===== src/rtl/imem_port_arbiter_if.sv =====
// Bundle of the fetch port, data port and main-memory port around imem_port_arbiter.
// Requests hold until their one-cycle valid/trap pulse; mem_en holds until mem_ack.
interface imem_port_arbiter_if;
  // Handshake: a requester raises *_req with stable address/data and keeps it
  // until it sees its *_valid or *_trap pulse. The arbiter raises mem_en with
  // stable mem_we/mem_addr/mem_wdata and keeps it until mem_ack is sampled high.
  logic        if_req;
  logic [63:0] if_addr;
  logic [31:0] if_rdata;
  logic        if_valid;
  logic        if_trap;

  logic        dm_req;
  logic        dm_we;
  logic [63:0] dm_addr;
  logic [31:0] dm_wdata;
  logic [31:0] dm_rdata;
  logic        dm_valid;
  logic        dm_trap;

  logic [1:0]  trap_cause;

  logic        mem_en;
  logic        mem_we;
  logic [11:0] mem_addr;
  logic [31:0] mem_wdata;
  logic [31:0] mem_rdata;
  logic        mem_ack;

  modport slave (
    input  if_req, if_addr, dm_req, dm_we, dm_addr, dm_wdata, mem_rdata, mem_ack,
    output if_rdata, if_valid, if_trap, dm_rdata, dm_valid, dm_trap, trap_cause,
           mem_en, mem_we, mem_addr, mem_wdata
  );

  modport master (
    output if_req, if_addr, dm_req, dm_we, dm_addr, dm_wdata, mem_rdata, mem_ack,
    input  if_rdata, if_valid, if_trap, dm_rdata, dm_valid, dm_trap, trap_cause,
           mem_en, mem_we, mem_addr, mem_wdata
  );
endinterface


===== src/rtl/imem_port_arbiter.sv =====
// Shares one single-ported memory between instruction fetch and data access:
// arbitration with bounded data priority, legality checks, one transaction at a time.
module imem_port_arbiter #(
  parameter int MAX_DM_STREAK = 4,
  parameter int TIMEOUT       = 16,
  parameter int IM_BASE       = 2048,
  parameter int DM_BASE       = 6144,
  parameter int MEM_BYTES     = 16384,
  localparam int SW = $clog2(MAX_DM_STREAK + 1),
  localparam int TW = $clog2(TIMEOUT + 1)
) (
  input  logic               clk,
  input  logic               rst_n,
  imem_port_arbiter_if.slave bus,
  output logic [1:0]         dbg_state_o,
  output logic [SW-1:0]      dbg_streak_o,
  output logic [TW-1:0]      dbg_tmo_o
);

  typedef enum logic [1:0] {
    S_IDLE = 2'd0,
    S_BUSY = 2'd1,
    S_RESP = 2'd2
  } state_t;

  localparam logic [1:0] CAUSE_NONE   = 2'b00;
  localparam logic [1:0] CAUSE_REGION = 2'b01;
  localparam logic [1:0] CAUSE_MISAL  = 2'b10;
  localparam logic [1:0] CAUSE_TMO    = 2'b11;

  localparam logic [63:0]   IM_LO      = 64'(IM_BASE);
  localparam logic [63:0]   DM_LO      = 64'(DM_BASE);
  localparam logic [63:0]   MEM_TOP    = 64'(MEM_BYTES);
  localparam logic [SW-1:0] STREAK_MAX = SW'(MAX_DM_STREAK);
  localparam logic [TW-1:0] TMO_LAST   = TW'(TIMEOUT - 1);

  state_t        state_q, state_d;
  logic          gnt_dm_q, gnt_dm_d;
  logic [SW-1:0] streak_q, streak_d;
  logic [TW-1:0] tmo_q, tmo_d;
  logic          mem_en_q, mem_en_d;
  logic          mem_we_q, mem_we_d;
  logic [11:0]   mem_addr_q, mem_addr_d;
  logic [31:0]   mem_wdata_q, mem_wdata_d;
  logic [31:0]   if_rdata_q, if_rdata_d;
  logic [31:0]   dm_rdata_q, dm_rdata_d;
  logic          if_valid_q, if_valid_d;
  logic          if_trap_q, if_trap_d;
  logic          dm_valid_q, dm_valid_d;
  logic          dm_trap_q, dm_trap_d;
  logic [1:0]    cause_q, cause_d;

  // Legality is judged on the full 64-bit address so aliases above 16 KB trap.
  logic if_misal, if_oor, dm_misal, dm_oor;
  assign if_misal = (bus.if_addr[1:0] != 2'b00);
  assign if_oor   = (bus.if_addr < IM_LO) || (bus.if_addr >= DM_LO);
  assign dm_misal = (bus.dm_addr[1:0] != 2'b00);
  assign dm_oor   = (bus.dm_addr < DM_LO) || (bus.dm_addr >= MEM_TOP);

  logic        pick_dm;
  logic [11:0] gnt_word;
  logic [1:0]  gnt_cause;

  always_comb begin
    state_d     = state_q;
    gnt_dm_d    = gnt_dm_q;
    streak_d    = streak_q;
    tmo_d       = tmo_q;
    mem_en_d    = mem_en_q;
    mem_we_d    = mem_we_q;
    mem_addr_d  = mem_addr_q;
    mem_wdata_d = mem_wdata_q;
    if_rdata_d  = if_rdata_q;
    dm_rdata_d  = dm_rdata_q;
    if_valid_d  = 1'b0;
    if_trap_d   = 1'b0;
    dm_valid_d  = 1'b0;
    dm_trap_d   = 1'b0;
    cause_d     = CAUSE_NONE;

    // Data side wins unless fetch has already waited through a full streak.
    pick_dm  = bus.dm_req && !(bus.if_req && (streak_q == STREAK_MAX));
    gnt_word = pick_dm ? bus.dm_addr[13:2] : bus.if_addr[13:2];
    if (pick_dm ? dm_misal : if_misal) begin
      gnt_cause = CAUSE_MISAL;
    end else if (pick_dm ? dm_oor : if_oor) begin
      gnt_cause = CAUSE_REGION;
    end else begin
      gnt_cause = CAUSE_NONE;
    end

    unique case (state_q)
      S_IDLE: begin
        if (bus.if_req || bus.dm_req) begin
          gnt_dm_d = pick_dm;
          streak_d = (pick_dm && bus.if_req) ? streak_q + 1'b1 : '0;
          if (gnt_cause != CAUSE_NONE) begin
            state_d   = S_RESP;
            if_trap_d = !pick_dm;
            dm_trap_d = pick_dm;
            cause_d   = gnt_cause;
          end else begin
            state_d     = S_BUSY;
            mem_en_d    = 1'b1;
            mem_we_d    = pick_dm && bus.dm_we;
            mem_addr_d  = gnt_word;
            mem_wdata_d = (pick_dm && bus.dm_we) ? bus.dm_wdata : 32'h0;
            tmo_d       = '0;
          end
        end
      end

      S_BUSY: begin
        if (mem_en_q && bus.mem_ack) begin
          state_d  = S_RESP;
          mem_en_d = 1'b0;
          mem_we_d = 1'b0;
          tmo_d    = '0;
          if (gnt_dm_q) begin
            dm_valid_d = 1'b1;
            if (!mem_we_q) dm_rdata_d = bus.mem_rdata;
          end else begin
            if_valid_d = 1'b1;
            if_rdata_d = bus.mem_rdata;
          end
        end else if (tmo_q == TMO_LAST) begin
          state_d   = S_RESP;
          mem_en_d  = 1'b0;
          mem_we_d  = 1'b0;
          tmo_d     = '0;
          if_trap_d = !gnt_dm_q;
          dm_trap_d = gnt_dm_q;
          cause_d   = CAUSE_TMO;
        end else begin
          tmo_d = tmo_q + 1'b1;
        end
      end

      S_RESP: begin
        state_d = S_IDLE;
      end

      default: begin
        state_d = S_IDLE;
      end
    endcase
  end

  always_ff @(posedge clk or negedge rst_n) begin
    if (!rst_n) begin
      state_q     <= S_IDLE;
      gnt_dm_q    <= 1'b0;
      streak_q    <= '0;
      tmo_q       <= '0;
      mem_en_q    <= 1'b0;
      mem_we_q    <= 1'b0;
      mem_addr_q  <= '0;
      mem_wdata_q <= '0;
      if_rdata_q  <= '0;
      dm_rdata_q  <= '0;
      if_valid_q  <= 1'b0;
      if_trap_q   <= 1'b0;
      dm_valid_q  <= 1'b0;
      dm_trap_q   <= 1'b0;
      cause_q     <= CAUSE_NONE;
    end else begin
      state_q     <= state_d;
      gnt_dm_q    <= gnt_dm_d;
      streak_q    <= streak_d;
      tmo_q       <= tmo_d;
      mem_en_q    <= mem_en_d;
      mem_we_q    <= mem_we_d;
      mem_addr_q  <= mem_addr_d;
      mem_wdata_q <= mem_wdata_d;
      if_rdata_q  <= if_rdata_d;
      dm_rdata_q  <= dm_rdata_d;
      if_valid_q  <= if_valid_d;
      if_trap_q   <= if_trap_d;
      dm_valid_q  <= dm_valid_d;
      dm_trap_q   <= dm_trap_d;
      cause_q     <= cause_d;
    end
  end

  assign bus.if_rdata   = if_rdata_q;
  assign bus.if_valid   = if_valid_q;
  assign bus.if_trap    = if_trap_q;
  assign bus.dm_rdata   = dm_rdata_q;
  assign bus.dm_valid   = dm_valid_q;
  assign bus.dm_trap    = dm_trap_q;
  assign bus.trap_cause = cause_q;
  assign bus.mem_en     = mem_en_q;
  assign bus.mem_we     = mem_we_q;
  assign bus.mem_addr   = mem_addr_q;
  assign bus.mem_wdata  = mem_wdata_q;

  assign dbg_state_o  = state_q;
  assign dbg_streak_o = streak_q;
  assign dbg_tmo_o    = tmo_q;

endmodule


===== src/flat_wrapper.sv =====
// flat-port wrapper written by rule: the top's interface ports become plain ports
module imem_port_arbiter_flat 
#(
  parameter int MAX_DM_STREAK = 4,
  parameter int TIMEOUT       = 16,
  parameter int IM_BASE       = 2048,
  parameter int DM_BASE       = 6144,
  parameter int MEM_BYTES     = 16384,
  localparam int SW = $clog2(MAX_DM_STREAK + 1),
  localparam int TW = $clog2(TIMEOUT + 1)
)
  (clk, rst_n, dbg_state_o, dbg_streak_o, dbg_tmo_o, bus_if_req, bus_if_addr, bus_dm_req, bus_dm_we, bus_dm_addr, bus_dm_wdata, bus_mem_rdata, bus_mem_ack, bus_if_rdata, bus_if_valid, bus_if_trap, bus_dm_rdata, bus_dm_valid, bus_dm_trap, bus_trap_cause, bus_mem_en, bus_mem_we, bus_mem_addr, bus_mem_wdata);
  imem_port_arbiter_if bus_i ();
  input  logic clk;
  input  logic rst_n;
  output logic [1:0] dbg_state_o;
  output logic [SW-1:0] dbg_streak_o;
  output logic [TW-1:0] dbg_tmo_o;
  input wire logic [$bits(bus_i.if_req)-1:0] bus_if_req;
  input wire logic [$bits(bus_i.if_addr)-1:0] bus_if_addr;
  input wire logic [$bits(bus_i.dm_req)-1:0] bus_dm_req;
  input wire logic [$bits(bus_i.dm_we)-1:0] bus_dm_we;
  input wire logic [$bits(bus_i.dm_addr)-1:0] bus_dm_addr;
  input wire logic [$bits(bus_i.dm_wdata)-1:0] bus_dm_wdata;
  input wire logic [$bits(bus_i.mem_rdata)-1:0] bus_mem_rdata;
  input wire logic [$bits(bus_i.mem_ack)-1:0] bus_mem_ack;
  output wire logic [$bits(bus_i.if_rdata)-1:0] bus_if_rdata;
  output wire logic [$bits(bus_i.if_valid)-1:0] bus_if_valid;
  output wire logic [$bits(bus_i.if_trap)-1:0] bus_if_trap;
  output wire logic [$bits(bus_i.dm_rdata)-1:0] bus_dm_rdata;
  output wire logic [$bits(bus_i.dm_valid)-1:0] bus_dm_valid;
  output wire logic [$bits(bus_i.dm_trap)-1:0] bus_dm_trap;
  output wire logic [$bits(bus_i.trap_cause)-1:0] bus_trap_cause;
  output wire logic [$bits(bus_i.mem_en)-1:0] bus_mem_en;
  output wire logic [$bits(bus_i.mem_we)-1:0] bus_mem_we;
  output wire logic [$bits(bus_i.mem_addr)-1:0] bus_mem_addr;
  output wire logic [$bits(bus_i.mem_wdata)-1:0] bus_mem_wdata;
  assign bus_i.if_req = bus_if_req;
  assign bus_i.if_addr = bus_if_addr;
  assign bus_i.dm_req = bus_dm_req;
  assign bus_i.dm_we = bus_dm_we;
  assign bus_i.dm_addr = bus_dm_addr;
  assign bus_i.dm_wdata = bus_dm_wdata;
  assign bus_i.mem_rdata = bus_mem_rdata;
  assign bus_i.mem_ack = bus_mem_ack;
  assign bus_if_rdata = bus_i.if_rdata;
  assign bus_if_valid = bus_i.if_valid;
  assign bus_if_trap = bus_i.if_trap;
  assign bus_dm_rdata = bus_i.dm_rdata;
  assign bus_dm_valid = bus_i.dm_valid;
  assign bus_dm_trap = bus_i.dm_trap;
  assign bus_trap_cause = bus_i.trap_cause;
  assign bus_mem_en = bus_i.mem_en;
  assign bus_mem_we = bus_i.mem_we;
  assign bus_mem_addr = bus_i.mem_addr;
  assign bus_mem_wdata = bus_i.mem_wdata;
  imem_port_arbiter #(.MAX_DM_STREAK(MAX_DM_STREAK), .TIMEOUT(TIMEOUT), .IM_BASE(IM_BASE), .DM_BASE(DM_BASE), .MEM_BYTES(MEM_BYTES)) u_core (.clk(clk), .rst_n(rst_n), .bus(bus_i), .dbg_state_o(dbg_state_o), .dbg_streak_o(dbg_streak_o), .dbg_tmo_o(dbg_tmo_o));
endmodule

===== config.mk =====
export PLATFORM = sky130hd
export DESIGN_NAME = imem_port_arbiter_flat
export DESIGN_NICKNAME = d
export VERILOG_FILES = /design/src/rtl/imem_port_arbiter_if.sv /design/src/rtl/imem_port_arbiter.sv /design/src/flat_wrapper.sv
export SDC_FILE = /design/constraint.sdc
export NUM_CORES = 1
export LEC_CHECK = 0
export CELL_PAD_IN_SITES_DETAIL_PLACEMENT = 2
export CELL_PAD_IN_SITES_GLOBAL_PLACEMENT = 2
export CORE_MARGIN = 2
export CORE_UTILIZATION = 25
export CTS_CLUSTER_DIAMETER = 150
export DETAILED_ROUTE_END_ITERATION = 16
export PLACE_DENSITY = 0.85
export REMOVE_ABC_BUFFERS = 1
export SETUP_SLACK_MARGIN = 0.02
export SYNTH_ARGS = -nofsm -noshare
export SYNTH_HDL_FRONTEND = slang
export SYNTH_SLANG_ARGS = --single-unit

===== constraint.sdc =====
create_clock -name clk -period 5.07 [get_ports clk]
set_input_delay 0.507 -clock clk [delete_from_list [all_inputs] [get_ports clk]]
set_output_delay 0.507 -clock clk [all_outputs]
set_load 0.02 [all_outputs]

==> results.toml <==
[clocking]
cts.reportedPaths.clkPinSlew_ps = 60
cts_sinks = 127
cts_htree_levels = 4
clock_latency_ps = 420
cts_buffer_depth = 2
cts-resized-gates = 0
cts_tree = "built"
root_buffer = "clkbuf_16"
cts_setup_buffers = 0
cts_buffers = 17
postCtsHoldBufs = 0

[final_layout]
seqCellArea_um2 = 3180
nNetsFinal = 1018
n_fill_cell = 2429
areaGrowthSynthToFinish_pct = 70.1
antenna-diode-count = 0
drive_above_1_share = 0.153
multi_input_area_um2 = 2530

[timing]
fmax_ghz = 0.309
setup_tns_ps = 0
finalCriticalPeriod_ps = 3230
max_slew_margin = 0.428
slew_violations = 0
finalSetupViolations = 0
fin_ws_ps = 1840
grt_setup_unrepaired = "no"
fin_crit_sh = 0.638
tightestPinTransition_ps = 856
clock_skew_ps = 6.45
hold_violations = 0

[place]
pre_cts_slack_ps = 1330
gp_congestion = 0.754
dp_hpwl_um = 17600
port_buffers = 323

[critical_path]
cp_slowest_stage_delay_ps = 750
cp_top_family = "simple AND/OR/NAND/NOR gates"
reg2reg_slack_ps = 1880
criticalPathCategory = "in2reg"
arrival_ps = 3570
path_cells = "clkdlybuf4s50_1, nand3_1, and2_1, nand2_1, nor2_4, buf_4, mux2i_1"
path_buf_inv = 2
required_ps = 5410
cp-end-kind = "flop"
cp_max_fo = 22
worst_setup_path_start_kind = "primary input"
critical-path-slowest-cell = "nor2_4"

[flow_run]
cap_viol_max_count = 0

[yosys]
synth-xor-area-share = 0.00149
synth.cell_area_um2 = 5890
synthAdderAreaFrac = 0.00638
synth.distinct_cells = 43
synth_top_area_cell = "dfrtp_1"
synth_compound_area_frac = 0.0784
ys_warn_count = 0
yosys-top-cells-area = "dfrtp_1, mux2_2, nand2_1"
netlist_instances = 497
synth_top_family_by_area = "multiplexers"
ys_ff_latch = 127
synth_simple_gate_area_frac = 0.136
synth_mux_area_frac = 0.205
yosysTopAreaCellShare = 0.540
synth.avg_cell_area_um2 = 11.8
ys_seq_area_frac = 0.540

[drt]
top_layer_used = "met4"
wl_met1_um = 8080
vias = 5405
drt-total-wl_um = 23400
drtAntennaViolNets = 0
wl_met2_um = 12900
drtIter0Drc = 144
routed_via_density = 4.70
drt-pass1-iter-count = 4
wire_per_inst_um = 20.4
drc = 0
wl_met3_um = 1810

[floorplanning]
die_h_um = 157
design.die.area_um2 = 24800
fp-row-count = 56
die_w_um = 157
start_util = 0.253
io-pin-count = 324
core_um2 = 23300

[power]
pwr-share-clk = 0.477
switchingPower_uw = 636
internal_power_mw = 1.87
switching_share = 0.253
leakagePower_nw = 4.20
p_comb_frac = 0.113
pwr-share-seq = 0.410
powerDensity_nw_per_um2 = 251
vdd_drop_max_v = 0.000198

[run_status]
status = "finished clean"

[grt]
grt_pass1_vias = 6165
grt_pass1_wl_um = 35400
antenna_found_initial = 0
grt_util_all_layers = 0.190
grt_start_max_net_pins = 56
grt_overflow = 0

[min_path]
min_path_type = "in2async"
state kept, by name (all words and copies together) (netlist names):
signal	flops
u_core.bus.dm_rdata	32
u_core.bus.if_rdata	32
u_core.bus.mem_wdata	32
u_core.bus.mem_addr	12
u_core.dbg_tmo_o	5
u_core.dbg_streak_o	3
u_core.bus.trap_cause	2
u_core.dbg_state_o	2
u_core.bus.dm_trap	1
u_core.bus.dm_valid	1
u_core.bus.if_trap	1
u_core.bus.if_valid	1
u_core.bus.mem_en	1
u_core.bus.mem_we	1
u_core.gnt_dm_q	1
power by group through the flow:
stage | Clock [mW] | Combinational, mW | Sequential (mW)
after floorplan | 0 | 0.0500 | 1.05
after global routing | 1.27 | 0.307 | 1.03
final | 1.20 | 0.283 | 1.03
after global placement | 0 | 0.280 | 1.05
after detailed placement | 0 | 0.285 | 1.05
after CTS | 1.23 | 0.290 | 1.03
cell families after synthesis:
logic type / Yosys count
AOI/OAI and AO/OA: 61
xor gates and xnor gates: 1
adders and majority gates: 3
buffers and inverters: 38
DFF: 127
muxes: 108
and+or+nand+nor: 159
final cells by class:
cell class,instances,share of cell area
Tap cell,319,0.0399
Inverter,7,0.00262
Timing Repair Buffer,332,0.329
Clock buffer,17,0.0425
Sequential cell,127,0.317
Multi-Input combinational cell,332,0.253
Clock inverter,15,0.0151
cell usage after synthesis, drive strengths merged:
library cell,instances
a31oi,1
nor2,10
o21ai,8
mux2,76
dfrtp,127
and4,2
nand2b,5
buf,14
a21oi,4
nor3b,2
inv,7
o211a,1
nor4,25
mux2i,32
or4,5
and3,1
o211ai,1
clkbuf,17
nor2b,1
nor3,6
a211o,1
nand4,5
nand2,89
o32ai,5
o31ai,37
nand3,6
and2,2
xor2,1
o221ai,2
ha,3
o41a,1
metrics by stage:
step                instances  instance area [um2]  power (mW)   util  hold WS [ps]
floorplan                 466                 5720        1.10      -           211
global placement         1117                 9430        1.33  0.406           465
detailed placement       1117                 9430        1.33  0.406           470
CTS                      1149                10000        2.55  0.430          10.5
global route             1149                10000        2.61  0.430          17.4
finish                   1149                10000        2.51  0.430          4.64
placed cells by master (no fill, tap or decap), types with 6 or more instances in the layout:
cell type	n
mux2_2	67
dfrtp_1	127
mux2_4	8
o21ai_0	7
nor4_1	23
mux2i_1	32
nor2_1	9
clkdlybuf4s50_1	322
nand2_1	89
nand3_1	6
inv_6	6
clkbuf_16	17
buf_4	10
inv_1	7
o31ai_1	37
metal layers:
metal	global-route usage	vias to the layer above
li1	-	2451
met1	0.191	2684
met2	0.364	233
met3	0.0603	37
met4	0.0727	0
met5	0	-
worst paths after layout:
path / from / endpoint / depth (start not counted)
worst max-delay path: bus_if_req / u_core.bus.mem_wdata[3]$_DFFE_PN0P_ / 7
worst min-delay path: rst_n / u_core.bus.mem_wdata[27]$_DFFE_PN0P_ / 1
worst max register to register: u_core.dbg_streak_o[0]$_DFFE_PN0P_ / u_core.bus.mem_wdata[3]$_DFFE_PN0P_ / 8
worst min register to register: u_core.bus.dm_rdata[6]$_DFFE_PN0P_ / u_core.bus.dm_rdata[6]$_DFFE_PN0P_ / 1
max in group asynchronous: rst_n / u_core.bus.mem_wdata[25]$_DFFE_PN0P_ / 2
min in group clk: u_core.bus.dm_rdata[6]$_DFFE_PN0P_ / u_core.bus.dm_rdata[6]$_DFFE_PN0P_ / 1
(Power assumes the default switching activity.)
